**src/rtl/prod_accumulator_pkg.sv**
```systemverilog
// Shared types, default widths and prefix-adder cells for the product accumulator.
package prod_acc_pkg;

   typedef enum logic [1:0] {
      IDLE  = 2'd0,
      ACCUM = 2'd1,
      HOLD  = 2'd2
   } acc_state_t;

   localparam int PROD_W_D = 8;
   localparam int ACC_W_D  = 16;

   function automatic int cnt_width(input int max_terms);
      return $clog2(max_terms + 1);
   endfunction

   // Grey cell: group generate only, used once the low group already reaches bit 0.
   function automatic logic grey_cell(input logic g_hi, input logic p_hi, input logic g_lo);
      return g_hi | (p_hi & g_lo);
   endfunction

   function automatic logic [1:0] black_cell(input logic g_hi, input logic p_hi,
                                             input logic g_lo, input logic p_lo);
      return {g_hi | (p_hi & g_lo), p_hi & p_lo};
   endfunction

endpackage

```
**src/rtl/prod_accumulator_if.sv**
```systemverilog
// Product-in / result-out handshake bundle between the multiplier stage and its consumer.
interface prod_acc_if
   import prod_acc_pkg::*;
#(
   parameter int PROD_W = PROD_W_D,
   parameter int ACC_W  = ACC_W_D,
   parameter int CNT_W  = cnt_width(16)
);
   logic              in_valid;
   logic              in_ready;
   logic [PROD_W-1:0] in_prod;
   logic              in_last;
   logic              out_valid;
   logic              out_ready;
   logic [ACC_W-1:0]  out_sum;
   logic [CNT_W-1:0]  out_count;
   logic              out_ovf;

   modport master (
      output in_valid, in_prod, in_last, out_ready,
      input  in_ready, out_valid, out_sum, out_count, out_ovf
   );

   modport slave (
      input  in_valid, in_prod, in_last, out_ready,
      output in_ready, out_valid, out_sum, out_count, out_ovf
   );
endinterface

```
**src/rtl/acc_prefix_adder.sv**
```systemverilog
// Kogge-Stone style prefix adder with carry-out, same grey/black cells as the multiplier's final adder.
module acc_prefix_adder
   import prod_acc_pkg::*;
#(
   parameter int ACC_W = ACC_W_D
) (
   input  logic [ACC_W-1:0] a,
   input  logic [ACC_W-1:0] b,
   output logic [ACC_W-1:0] sum,
   output logic             carry
);
   localparam int LVL = $clog2(ACC_W);

   always_comb begin
      logic [ACC_W-1:0] gg, pp, gn, pn;
      gg = a & b;
      pp = a ^ b;
      for (int k = 0; k < LVL; k++) begin
         gn = gg;
         pn = pp;
         for (int i = 0; i < ACC_W; i++) begin
            if (i >= (1 << k) && i < (2 << k))
               gn[i] = grey_cell(gg[i], pp[i], gg[i - (1 << k)]);
            else if (i >= (2 << k))
               {gn[i], pn[i]} = black_cell(gg[i], pp[i], gg[i - (1 << k)], pp[i - (1 << k)]);
         end
         gg = gn;
         pp = pn;
      end
      sum   = (a ^ b) ^ {gg[ACC_W-2:0], 1'b0};
      carry = gg[ACC_W-1];
   end
endmodule

```
**src/rtl/prod_accumulator.sv**
```systemverilog
// Accumulates a run of multiplier products into a wide sum and presents it on a held output handshake.
//   state | meaning
//   IDLE  | waiting for the first beat of a run
//   ACCUM | run in progress, adding each accepted beat
//   HOLD  | result presented, waiting for out_ready; no beats accepted
module prod_accumulator
   import prod_acc_pkg::*;
#(
   parameter int PROD_W    = PROD_W_D,
   parameter int ACC_W     = ACC_W_D,
   parameter int MAX_TERMS = 16,
   parameter int CNT_W     = cnt_width(MAX_TERMS)
) (
   input  logic         clk,
   input  logic         rst_n,
   prod_acc_if.slave    bus
);
   localparam logic [CNT_W-1:0] TERM_LIMIT = CNT_W'(MAX_TERMS);

   acc_state_t       state;
   logic [ACC_W-1:0] acc;
   logic [CNT_W-1:0] count;
   logic             ovf;

   logic             accept;
   logic [ACC_W-1:0] a_op, b_op, sum_nxt;
   logic             carry;
   logic [CNT_W-1:0] count_nxt;
   logic             ovf_nxt;
   logic             run_done;

   assign bus.in_ready = (state != HOLD) && rst_n;
   assign accept       = bus.in_valid && bus.in_ready;

   // Gating the product with accept keeps an X on an idle bus out of the datapath.
   assign a_op = (state == ACCUM) ? acc : '0;
   assign b_op = accept ? ACC_W'(bus.in_prod) : '0;

   acc_prefix_adder #(.ACC_W(ACC_W)) u_adder (
      .a     (a_op),
      .b     (b_op),
      .sum   (sum_nxt),
      .carry (carry)
   );

   assign count_nxt = (state == ACCUM) ? count + 1'b1 : CNT_W'(1);
   assign ovf_nxt   = ((state == ACCUM) && ovf) | carry;
   assign run_done  = bus.in_last || (count_nxt == TERM_LIMIT);

   always_ff @(posedge clk) begin
      if (!rst_n) begin
         state         <= IDLE;
         acc           <= '0;
         count         <= '0;
         ovf           <= 1'b0;
         bus.out_valid <= 1'b0;
         bus.out_sum   <= '0;
         bus.out_count <= '0;
         bus.out_ovf   <= 1'b0;
      end else begin
         case (state)
            IDLE, ACCUM: begin
               if (accept) begin
                  acc   <= sum_nxt;
                  count <= count_nxt;
                  ovf   <= ovf_nxt;
                  if (run_done) begin
                     state         <= HOLD;
                     bus.out_valid <= 1'b1;
                     bus.out_sum   <= sum_nxt;
                     bus.out_count <= count_nxt;
                     bus.out_ovf   <= ovf_nxt;
                  end else begin
                     state <= ACCUM;
                  end
               end
            end
            HOLD: begin
               if (bus.out_ready) begin
                  bus.out_valid <= 1'b0;
                  state         <= IDLE;
               end
            end
            default: state <= IDLE;
         endcase
      end
   end
endmodule
```
**src/flat_wrapper.sv**
```systemverilog
// flat-port wrapper written by rule: the top's interface ports become plain ports
module prod_accumulator_flat import prod_acc_pkg::*;
#(
   parameter int PROD_W    = PROD_W_D,
   parameter int ACC_W     = ACC_W_D,
   parameter int MAX_TERMS = 16,
   parameter int CNT_W     = cnt_width(MAX_TERMS)
)
  (clk, rst_n, bus_in_valid, bus_in_prod, bus_in_last, bus_out_ready, bus_in_ready, bus_out_valid, bus_out_sum, bus_out_count, bus_out_ovf);
  prod_acc_if #(.PROD_W(PROD_W), .ACC_W(ACC_W), .CNT_W(CNT_W)) bus_i ();
  input  logic clk;
  input  logic rst_n;
  input wire logic [$bits(bus_i.in_valid)-1:0] bus_in_valid;
  input wire logic [$bits(bus_i.in_prod)-1:0] bus_in_prod;
  input wire logic [$bits(bus_i.in_last)-1:0] bus_in_last;
  input wire logic [$bits(bus_i.out_ready)-1:0] bus_out_ready;
  output wire logic [$bits(bus_i.in_ready)-1:0] bus_in_ready;
  output wire logic [$bits(bus_i.out_valid)-1:0] bus_out_valid;
  output wire logic [$bits(bus_i.out_sum)-1:0] bus_out_sum;
  output wire logic [$bits(bus_i.out_count)-1:0] bus_out_count;
  output wire logic [$bits(bus_i.out_ovf)-1:0] bus_out_ovf;
  assign bus_i.in_valid = bus_in_valid;
  assign bus_i.in_prod = bus_in_prod;
  assign bus_i.in_last = bus_in_last;
  assign bus_i.out_ready = bus_out_ready;
  assign bus_in_ready = bus_i.in_ready;
  assign bus_out_valid = bus_i.out_valid;
  assign bus_out_sum = bus_i.out_sum;
  assign bus_out_count = bus_i.out_count;
  assign bus_out_ovf = bus_i.out_ovf;
  prod_accumulator #(.PROD_W(PROD_W), .ACC_W(ACC_W), .MAX_TERMS(MAX_TERMS), .CNT_W(CNT_W)) u_core (.clk(clk), .rst_n(rst_n), .bus(bus_i));
endmodule
```
**config.mk**
```make
export PLATFORM = sky130hd
export DESIGN_NAME = prod_accumulator_flat
export DESIGN_NICKNAME = d
export VERILOG_FILES = /design/src/rtl/prod_accumulator_pkg.sv /design/src/rtl/prod_accumulator_if.sv /design/src/rtl/acc_prefix_adder.sv /design/src/rtl/prod_accumulator.sv /design/src/flat_wrapper.sv
export SDC_FILE = /design/constraint.sdc
export NUM_CORES = 1
export LEC_CHECK = 0
export BUFFER_PORTS_ARGS = -buffer_cell sky130_fd_sc_hd__buf_2
export CAP_MARGIN = 15
export CORE_UTILIZATION = 60
export CTS_CLUSTER_DIAMETER = 60
export DETAILED_ROUTE_END_ITERATION = 16
export HOLD_SLACK_MARGIN = 0.02
export PLACE_DENSITY = 0.82
export SLEW_MARGIN = 15
export SYNTH_ARGS = -nofsm -noshare
export SYNTH_HDL_FRONTEND = slang
export SYNTH_SLANG_ARGS = --single-unit
```
**constraint.sdc**
```tcl
create_clock -name clk -period 5.55 [get_ports clk]
set_input_delay 0 -clock clk [delete_from_list [all_inputs] [get_ports clk]]
set_output_delay 0 -clock clk [all_outputs]
set_load 0.05 [all_outputs]
```
==> results of run 1 <==
-- synthesized netlist by cell type (7+ instances only) --
cell / count / share of area
o21ai_0: 20 / 0.040
nand2_1: 37 / 0.055
nand3_1: 20 / 0.040
and2_1: 20 / 0.050
o211ai_1: 7 / 0.021
nor2_1: 11 / 0.016
dfxtp_1: 47 / 0.37
clkbuf_1: 14 / 0.021
a21oi_1: 40 / 0.079
ha_1: 9 / 0.045
-- tightest hold or removal path, cell delays in order --
cell and delay [ps]:
buf_2 120, mux2i_1 70, nor3_1 120
-- state kept, by name, indices dropped and copies added (netlist names) --
register              cells
u_core.bus.out_valid      1
u_core.acc               16
u_core.ovf                1
u_core.bus.out_ovf        1
u_core.bus.out_count      5
u_core.state              2
u_core.bus.out_sum       16
u_core.count              5
-- final timing paths --
check / start / endpoint / slack [ps]
max reg2reg: u_core.state[0] / u_core.acc[12] / 2210
max: u_core.state[0] / u_core.acc[12] / 2210
min: bus_in_valid / u_core.state[0] / 50
min reg2reg: u_core.acc[7] / u_core.acc[7] / 460
-- cell families after synthesis --
kind of cell	count (synthesis)	synth area share
multiplexers	3	0.01685
adder cells (fa/ha/maj)	10	0.05253
AO/OA/AOI/OAI	100	0.2374
XOR/XNOR	12	0.04163
flip-flops	47	0.3726
buffers and inverters	20	0.03072
AND/OR/NAND/NOR	120	0.2483
-- area by class of cell --
type,instances,area (um^2),area share
Clock buffer,5,68.82,0.02409
Clock inverter,3,46.29,0.01621
Inverter,3,11.26,0.003942
Multi-Input combinational cell,245,1506,0.5274
Sequential cell,47,940.9,0.3294
Tap cell,50,62.56,0.02190
Timing Repair Buffer,41,220.2,0.07709
-- power by group through the flow --
stage / logic, mW / registers [mW] / clock network [mW]
global route: 0.0848 / 0.351 / 0.274
detailed placement: 0.0769 / 0.358 / 0
finish: 0.0784 / 0.350 / 0.258
floorplan: 0.0459 / 0.367 / 0
CTS: 0.0779 / 0.350 / 0.261
global placement: 0.0761 / 0.357 / 0
-- through the flow --
stage          instances    util  total power, mW  instance area, um^2
6_report             394  0.7090           0.6865                 2856
4_1_cts              394  0.7090           0.6884                 2856
2_1_floorplan        312       -           0.4128                 2525
3_5_place_dp         385  0.6780           0.4346                 2731
3_3_place_gp         385  0.6780           0.4334                 2731
5_1_grt              394  0.7090           0.7095                 2856
-- layer usage --
layer | wire length [um] | vias to the layer above
li1 | - | 1201
met1 | 2705 | 1150
met2 | 2888 | 74
met3 | 333 | 12
met4 | 117 | 0
met5 | 0 | -
==> results.toml, run 1 <==
[clock_network]
cts_max_level = 2
clk_pin_slew_worst_paths_ps = 90
numCtsBuffers = 5
post_cts_buffers = 0
cts_tree = "built"
cts_resized = 0
cts_sinks = 47
clockBufferDepth = 2
cts-hold-fix-buffers = 1
cts_root_buf = "clkbuf_8"
clock_latency_ps = 300

[critical_path]
worst_path_largest_cell_delay_ps = 650
cp_max_fo = 13
endpoint_kind = "flip-flop"
critPathSlowestCell = "nor2b_1"
path_buf_inv = 1
crit_cells = 10
crit_top_cell = "and2_1"
r2r_cells = 10
cp.required_ps = 5770
worstSetupPathType = "flip-flop to flip-flop"
cp_data_arrival_time_ps = 3560
worstSetupStartpointType = "flip-flop"
crit_family = "simple AND/OR/NAND/NOR gates"
path_cells = "nor2b_1 > buf_4 > and2_1 > ha_1 > fa_1 > a211oi_1 > o211ai_1 > and2_1 > a31oi_1 > a311oi_1"

[floorplanning]
die_h_um = 66.87
die_w_um = 66.87
rows = 23
initial_core_util = 0.6267
dieArea_mm2 = 0.004472
ios = 37
coreArea_mm2 = 0.004029

[synth]
netlist_area_mm2 = 0.002525
yosysSeqAreaShare = 0.3726
synth-seq-cells = 47
ys_warn_count = 0
netlist-cell-type-count = 43
synth_nets = 335
syn-instance-count = 312
synth-edff-count = 0
synth_flop_cell = "dfxtp_1"
synth_area_per_cell_um2 = 8.093
synthArstFlopShare = 0

[final_layout]
num-nets-final = 366
antennaDiodeCount = 0
syn_to_final_growth_pct = 13.13
layout_common_cells = "47 x dfxtp_1, 40 x a21oi_1, 37 x nand2_1"
fillers = 352
layout_commonest_cell = "dfxtp_1"
drive_gt1_frac = 0.1570

[global_route]
grt_pass1_wl_um = 9763
use_met2 = 0.4823
grt-ovfl-total = 0
grt_use_met1 = 0.3697
top_usage_layer = "met2"
grt_usage = 0.2903
grt_max_degree = 37
grtUsageMet3 = 0.05993
grt_pass1_vias = 2121
antenna_found_initial = 0

[sta]
hold_slack_ps = 54.42
fin_skew_ps = 8.300
fin_setup_tns_ps = 0
worst_pin_slew_ps = 1076
setup_violations = 0
worst_slack_ps = 2207
hold_viol = 0
relSlewSlack = 0.2803
fmax_ghz = 0.2992
slew_viol_final = 0
fin_crit_ps = 3343
min_period_over_period = 0.6023
grt_setup_unrepaired = "no"

[drt]
drc = 0
drt_iter0_markers = 242
vias = 2437
drt.antenna.violating_nets = 0
wl_per_cell_um = 15.34
via_per_inst = 6.185
firstDrtPassIters = 4
wirelength_um = 6045

[power]
switching_share = 0.2669
p_comb_frac = 0.114
p_per_area_mw_per_mm2 = 240.3
p_leak_nw = 1.136
ir_drop_v = 0.0001848
switchingPower_uw = 183.2
p_seq_frac = 0.510
intPower_uw = 503.2
power_frac_clock = 0.376

[place]
port_buffers = 36
post-dp-hpwl_um = 4301
gp_congestion = 0.8947
place_ws_ps = 2254

[hold_path]
hold_depth = 3
min_path_type = "input port to flip-flop"

[run_status]
status = "complete, no violations"

[job]
maxCapViolations = 0
Power figures use the tool's default switching activity.
==> inputs of run 2 (changes only) <==
--- a/config.mk
+++ b/config.mk
@@ -7,11 +7,11 @@
 export LEC_CHECK = 0
 export BUFFER_PORTS_ARGS = -buffer_cell sky130_fd_sc_hd__buf_2
 export CAP_MARGIN = 15
-export CORE_UTILIZATION = 60
+export CORE_UTILIZATION = 51
 export CTS_CLUSTER_DIAMETER = 60
 export DETAILED_ROUTE_END_ITERATION = 16
 export HOLD_SLACK_MARGIN = 0.02
-export PLACE_DENSITY = 0.82
+export PLACE_DENSITY = 0.74
 export SLEW_MARGIN = 15
 export SYNTH_ARGS = -nofsm -noshare
 export SYNTH_HDL_FRONTEND = slang
==> constraint.sdc (replaced) <==
create_clock -name clk -period 2.7 [get_ports clk]
set_input_delay 0 -clock clk [delete_from_list [all_inputs] [get_ports clk]]
set_output_delay 0 -clock clk [all_outputs]
set_load 0.05 [all_outputs]
==> results.toml, run 2 (synthesis gave the netlist of run 1 again) <==
[power]
intPower_uw = 951.6
power_frac_clock = 0.324
switchingPower_uw = 382.5
p_comb_frac = 0.139
p_seq_frac = 0.537
ir_drop_v = 0.0002274
switching_share = 0.2867
p_per_area_mw_per_mm2 = 437.9
p_leak_nw = 1.196

[critical_path]
crit_top_cell = "o211ai_1"
worst_path_largest_cell_delay_ps = 510
cp_data_arrival_time_ps = 2830
r2r_cells = 10
endpoint_kind = "flip-flop"
path_cells = "nand2b_1 > and3_4 > buf_4 > and2_1 > ha_4 > o211ai_1 > o211ai_1 > and2_4 > a31oi_1 > a311oi_1"
cp_max_fo = 7
reg2reg_to = "u_core.acc[10]"
r2r_slack_ps = 90
path_buf_inv = 1
crit-reg2reg-launch = "u_core.state[0]"
worstSetupPathType = "flip-flop to flip-flop"
critPathSlowestCell = "o211ai_1"
worstSetupStartpointType = "flip-flop"
crit_family = "compound AO/OA/AOI/OAI gates"
cp.required_ps = 2920

[floorplanning]
dieArea_mm2 = 0.005236
coreArea_mm2 = 0.004755
rows = 25
ios = 37
initial_core_util = 0.5311
die_w_um = 72.36
die_h_um = 72.36

[sta]
hold_slack_ps = 45.64
fmax_ghz = 0.3827
hold_viol = 0
worst_pin_slew_ps = 662.3
worst_slack_ps = 86.90
slew_viol_final = 0
fin_skew_ps = 7.409
fin_crit_ps = 2613
min_period_over_period = 0.9678
relSlewSlack = 0.5571
setup_violations = 0

[final_layout]
antennaDiodeCount = 0
final_core_util = 0.6408
drive_gt1_frac = 0.2353
syn_to_final_growth_pct = 20.66
finalInstanceArea_mm2 = 0.003047
num-nets-final = 379
reg_top3 = "u_core.acc x16, u_core.bus.out_sum x16"
layout_common_cells = "45 x dfxtp_1, 39 x a21oi_1, 37 x nand2_1"
layout_commonest_cell = "dfxtp_1"

[hold_path]
hp-start = "bus_out_ready"
hold_depth = 3
hold_end = "u_core.bus.out_valid"
min_path_type = "input port to flip-flop"

[place]
place_ws_ps = 36.17
dpl_cell_area_mm2 = 0.002853
port_buffers = 36
post-dp-hpwl_um = 4519
gp_congestion = 0.8766

[clock_network]
cts_root_buf = "clkbuf_8"
clockBufferDepth = 2
cts_max_level = 2
clk_pin_slew_worst_paths_ps = 90
cts_sinks = 47
numCtsBuffers = 5
cts_tree = "built"
clock_latency_ps = 300

[drt]
drc = 0
drt_iter0_markers = 296
firstDrtPassIters = 6
wirelength_um = 6685
vias = 2505
via_per_inst = 5.908
drt.antenna.violating_nets = 0
wl_per_cell_um = 15.77

[global_route]
grt_pass1_wl_um = 10290
antenna_found_initial = 0
grt_max_degree = 36
grt_pass1_vias = 2108
grt-ovfl-total = 0
grt_usage = 0.2536

[job]
maxCapViolations = 0

[run_status]
status = "complete, no violations"
[run 2: cell type report]
cell class,instances,area (um^2)
fillers,440,1708
repair buffers,54,315.3
well taps,67,83.83
flip-flops and latches,47,943.4
multi-input cells,245,1605
inverters,3,11.26
clock buffers,5,68.82
clock inverters,3,18.77
[run 2: routing by layer]
layer	vias up	track usage	wire length [um]
li1	1227	-	-
met1	1166	0.3627	2978
met2	104	0.3936	3234
met3	8	0.03889	389
met4	0	0.07625	82
met5	-	0	0
[run 2: worst max-delay path by stage]
stage / from / cells after the start / endpoint
detailed placement: u_core.state[0] / 10 / u_core.bus.out_sum[15]
global placement: u_core.state[0] / 10 / u_core.bus.out_sum[15]
floorplan: u_core.state[0] / 11 / u_core.bus.out_ovf
CTS: u_core.state[0] / 10 / u_core.bus.out_sum[15]
global route: u_core.state[0] / 10 / u_core.bus.out_sum[15]
finish: u_core.state[0] / 10 / u_core.acc[10]
[run 2: tightest hold or removal path, cell delays in order]
cell,delay [ps]
buf_2,100
inv_1,40
o221a_2,170
[run 2: through the flow]
stage	setup TNS (ps)	cells	power, mW
CTS	0	422	1.328
floorplan	0	312	0.8490
finish	0	424	1.334
global route	-120.7	424	1.389
detailed placement	0	414	0.9074
global placement	0	414	0.9048
[run 2: what timing repair did]
| item | CTS | global route |
|---|---|---|
| hold buffers | 0 | 0 |
| hold endpoints to repair | 0 | 0 |
| setup buffers | 0 | 2 |
| gates resized for setup | 0 | 14 |
| setup endpoints to repair | 0 | 16 |
[run 2: power groups by stage]
| stage | Combinational (mW) | Clock (mW) | Sequential [mW] |
|---|---|---|---|
| after floorplan | 0.0948 | 0 | 0.754 |
| after global placement | 0.173 | 0 | 0.731 |
| after detailed placement | 0.175 | 0 | 0.732 |
| after CTS | 0.176 | 0.436 | 0.716 |
| after global routing | 0.199 | 0.472 | 0.719 |
| final | 0.185 | 0.432 | 0.717 |
